`src/rtl/mem_data_arbiter.sv`:
```
// Two-port round-robin arbiter for the single-port data memory.
// Port 0 is the load/store port and port 1 is a secondary master.
// Each grant takes an IDLE cycle, where the memory is driven, followed by
// an ACK cycle, where the one-cycle ack is returned.
module mem_data_arbiter #(
    parameter int unsigned ADDR_W = 8,
    parameter int unsigned DATA_W = 32,
    parameter int unsigned CNT_W  = 16
) (
    input  logic              clk,
    input  logic              rst,
    input  logic              p0_req,
    input  logic              p0_wr,
    input  logic [ADDR_W-1:0] p0_addr,
    input  logic [DATA_W-1:0] p0_wdata,
    output logic              p0_ack,
    output logic [DATA_W-1:0] p0_rdata,
    input  logic              p1_req,
    input  logic              p1_wr,
    input  logic [ADDR_W-1:0] p1_addr,
    input  logic [DATA_W-1:0] p1_wdata,
    output logic              p1_ack,
    output logic [DATA_W-1:0] p1_rdata,
    output logic              mem_wr,
    output logic [ADDR_W-1:0] mem_addr,
    output logic [DATA_W-1:0] mem_wdata,
    input  logic [DATA_W-1:0] mem_rdata,
    output logic [CNT_W-1:0]  gnt_cnt0,
    output logic [CNT_W-1:0]  gnt_cnt1
);

    typedef enum logic {
        IDLE = 1'b0,
        ACK  = 1'b1
    } state_t;

    state_t            state_q;
    logic              last_q;
    logic [ADDR_W-1:0] sel_addr_q;

    logic any_req;
    logic win1;

    // Arbitration: a lone requester wins; on a tie the port not granted last wins.
    always_comb begin
        any_req = p0_req | p1_req;
        win1    = p1_req & (~p0_req | ~last_q);
    end

    // Memory pins: winner's access in IDLE, held address and no write in ACK.
    always_comb begin
        mem_wr    = 1'b0;
        mem_addr  = '0;
        mem_wdata = '0;
        if (!rst) begin
            if (state_q == IDLE) begin
                if (any_req) begin
                    if (win1) begin
                        mem_wr    = p1_wr;
                        mem_addr  = p1_addr;
                        mem_wdata = p1_wdata;
                    end else begin
                        mem_wr    = p0_wr;
                        mem_addr  = p0_addr;
                        mem_wdata = p0_wdata;
                    end
                end
            end else begin
                mem_addr = sel_addr_q;
            end
        end
    end

    // Grant FSM with registered acks, read data and saturating grant counters.
    always_ff @(posedge clk or posedge rst) begin
        if (rst) begin
            state_q    <= IDLE;
            last_q     <= 1'b1;
            sel_addr_q <= '0;
            p0_ack     <= 1'b0;
            p1_ack     <= 1'b0;
            p0_rdata   <= '0;
            p1_rdata   <= '0;
            gnt_cnt0   <= '0;
            gnt_cnt1   <= '0;
        end else begin
            p0_ack <= 1'b0;
            p1_ack <= 1'b0;
            case (state_q)
                IDLE: begin
                    if (any_req) begin
                        state_q    <= ACK;
                        last_q     <= win1;
                        sel_addr_q <= win1 ? p1_addr : p0_addr;
                        if (win1) begin
                            p1_ack <= 1'b1;
                            if (!p1_wr) begin
                                p1_rdata <= mem_rdata;
                            end
                            if (gnt_cnt1 != {CNT_W{1'b1}}) begin
                                gnt_cnt1 <= gnt_cnt1 + CNT_W'(1);
                            end
                        end else begin
                            p0_ack <= 1'b1;
                            if (!p0_wr) begin
                                p0_rdata <= mem_rdata;
                            end
                            if (gnt_cnt0 != {CNT_W{1'b1}}) begin
                                gnt_cnt0 <= gnt_cnt0 + CNT_W'(1);
                            end
                        end
                    end
                end
                ACK: begin
                    state_q <= IDLE;
                end
                default: begin
                    state_q <= IDLE;
                end
            endcase
        end
    end

endmodule
```
`config.mk`:
```
export PLATFORM = sky130hd
export DESIGN_NAME = mem_data_arbiter
export DESIGN_NICKNAME = d
export VERILOG_FILES = /design/src/rtl/mem_data_arbiter.sv
export SDC_FILE = /design/constraint.sdc
export NUM_CORES = 1
export LEC_CHECK = 0
export CORE_MARGIN = 2
export CORE_UTILIZATION = 41
export CTS_CLUSTER_SIZE = 16
export DETAILED_ROUTE_END_ITERATION = 10
export MAX_ROUTING_LAYER = met4
export PLACE_DENSITY = 0.83
export SLEW_MARGIN = 10
export SYNTH_ARGS = -nofsm -noshare
export SYNTH_HDL_FRONTEND = slang
export SYNTH_SLANG_ARGS = --single-unit
```
`constraint.sdc`:
```
create_clock -name clk -period 9.15 [get_ports clk]
set_input_delay 2.2875 -clock clk [delete_from_list [all_inputs] [get_ports clk]]
set_output_delay 2.2875 -clock clk [all_outputs]
set_load 0.005 [all_outputs]
```
==> impl_metrics.ini <==
[synth]
syn_nets = 584
syn_area_um2 = 5120
synth_flop_cell = dfrtp_1
ys_seq_area_frac = 0.528
synth.ff_latch_count = 108
synth_edf_count = 0
synth_warnings = 0
async_flop_share = 1.00
syn_avg_cell_area_um2 = 11.0
netlist_instances = 464
netlist-cell-type-count = 41

[cells_and_area]
seq_area_um2 = 2700
syn_to_final_growth_pct = 58.4
multi_input_area_um2 = 2280
fin_nets = 833
n_antenna_cell = 0
fill_cells = 935
drive_gt1_frac = 0.0905

[floorplan]
die_width_um = 116
core_um2 = 12100
placement_rows = 40
die_area_um2 = 13400
start_util = 0.422
dieHeight_um = 116
ios = 257

[detailed_routing]
drc = 0
via_per_inst = 5.12
wirelength_um = 15600
drt_iter0_drc = 302
ant_nets = 0
drt_first_pass_iters = 5
num_vias = 4540
avgRoutedWirePerCell_um = 17.6

[sta]
rsz0062_at_grt = no
setup_tns_ns = 0
clock.fmax_mhz = 135
fin_skew_ns = 0.00832
max_slew.worst_pin.slew_ns = 1.17
slew_viol_final = 0
slew_headroom = 0.219
min_period_over_period = 0.811
finalSetupViolations = 0
hold_viol_final = 0
holdWs_ns = 0.484
period_minus_slack_ns = 7.42

[clock_network]
worst_skew_pair.late_latency_ns = 0.34
post_cts_buffers = 0
cts_tree = built
numCtsBuffers = 9
cts_sinks = 108
cts_hold_buf = 0
clockRootBuffer = clkbuf_16
cts.path.max_buffers = 2
htreeDepth = 3
cts_resized = 0
clkTransAtPathRegs_ns = 0.06

[worst_setup_path]
crit_slowest_cell = nand2_1
critPathBufInv = 3
crit_chain = clkdlybuf4s50_1 > inv_4 > nand2_1 > a21oi_1 > clkdlybuf4s50_1
timing.critical_path.mode_cell = clkdlybuf4s50_1
worstPathRequired_ns = 6.86
crit_fanout = 55
critPathLaunchType = input pin
worstSetupPathType = in2out
cp.arrival_ns = 5.13
cp_slowest_stage_delay_ns = 0.84
crit_family = buffers and inverters
setup.worst_path.end_class = output pin

[global_route]
overflow = 0
antenna_found_initial = 0
grt_pass1_vias = 4292
track_usage = 0.227
grt_pass1_wl_um = 23000
grt_max_degree = 63

[pwr]
power.leakage_nw = 3.44
vdd_drop_max_v = 0.000112
total_power_mw = 1.65
powerDensity_nw_per_um2 = 204

[outcome]
status = finished clean

[placement]
dp_hpwl_um = 11600
place_congestion = 0.923
io_buffers = 256

[worst_hold_path]
min_path_type = reg2reg

[flow_run]
max_cap_viol_count = 0
-- registers in the layout, summed over array words and instances, names as in the netlist, 8 cells and up --
register    count
sel_addr_q      8
p1_rdata       32
gnt_cnt0       16
gnt_cnt1       16
p0_rdata       32
-- stage by stage --
step	utilization	setup WS, ns	cells	area, um2
floorplan	-	1.34	464	5120
global placement	0.644	1.82	870	7800
detailed placement	0.644	1.73	870	7800
CTS	0.669	1.72	886	8100
global route	0.669	1.46	886	8100
finish	0.669	1.73	886	8100
-- per-layer routing --
layer,part of all wire,track usage,vias to the layer above
met3,0.071,0.0497,18
met5,0,-,-
met2,0.48,0.347,201
met1,0.44,0.317,2199
met4,0.0084,0.0444,0
li1,-,-,2122
-- layout make-up --
cell class / count / share of cell area
multi-input combinational: 329 / 0.281
timing repair buffer: 259 / 0.319
clock buffer: 11 / 0.0300
inverter: 6 / 0.00309
tap: 168 / 0.0259
sequential: 108 / 0.334
clock inverter: 5 / 0.00741
-- synthesized netlist by cell type, types with 2 or more instances --
library cell,number,area [um2]
mux2_2,34,383
ha_1,2,25.0
nor2_2,3,18.8
nor3_1,7,35.0
o21ai_0,14,70.1
mux2_1,32,360
nand4_1,10,62.6
nor4b_1,3,26.3
nand2b_1,2,12.5
nand3_1,10,50.1
a21oi_1,35,175
inv_1,6,22.5
buf_1,2,7.51
and4_1,5,43.8
nor4_1,10,62.6
dfrtp_1,107,2680
xnor2_1,2,17.5
buf_6,3,33.8
buf_2,7,35.0
and2_1,10,62.6
and3_1,5,31.3
a211oi_1,3,22.5
xor2_1,28,245
buf_4,3,22.5
nand2_1,94,353
clkbuf_1,6,22.5
mux2i_1,7,70.1
-- worst reg2reg max path, delay by kind of cell (launching register included) --
family,cells,cell delay [ns]
mux,1,0.42
flops,1,0.40
compound gates,1,0.74
simple gates,2,1.09
-- power breakdown --
part           total, mW  switching, mW  internal (mW)
sequential         0.707          0.102          0.605
clock              0.391          0.170          0.221
combinational      0.554          0.190          0.364
total               1.65          0.462           1.19
-- cells by family (layout without fill, tap and decap cells) --
logic type,Yosys count,in the layout,share of synthesized area
buf+inv,27,281,0.0281
fa+ha+maj,2,2,0.00489
compound gates,59,59,0.0668
xor+xnor,30,30,0.0514
flops,108,108,0.528
simple gates,165,165,0.161
mux,73,73,0.159
-- cells in the final DEF (no fill, tap or decap), types with 5 or more instances in the layout --
cell type        netlist  final
mux2_2                34     34
nor4_1                10     10
mux2_1                32     32
clkbuf_16              0      9
inv_1                  6      5
nor3_1                 7      7
nand2_1               94     94
nand4_1               10     10
xor2_1                28     28
nand3_1               10     10
o21ai_0               14     14
and4_1                 5      5
mux2i_1                7      7
and2_1                10     10
dfrtp_1              107    107
clkdlybuf4s50_1        0    256
a21oi_1               35     35
and3_1                 5      5
-- worst paths after layout --
path	from	endpoint	slack [ns]	depth (start not counted)
setup / recovery	rst	mem_wdata[25]	1.73	5
hold / removal	p1_rdata[20]	p1_rdata[20]	0.48	1
setup reg to reg	last_q	p1_rdata[31]	6.39	4
hold reg to reg	p1_rdata[20]	p1_rdata[20]	0.48	1
max in group asynchronous	rst	gnt_cnt1[0]	5.52	3
min in group asynchronous	rst	gnt_cnt0[11]	2.40	2
(Power assumes the default switching activity.)
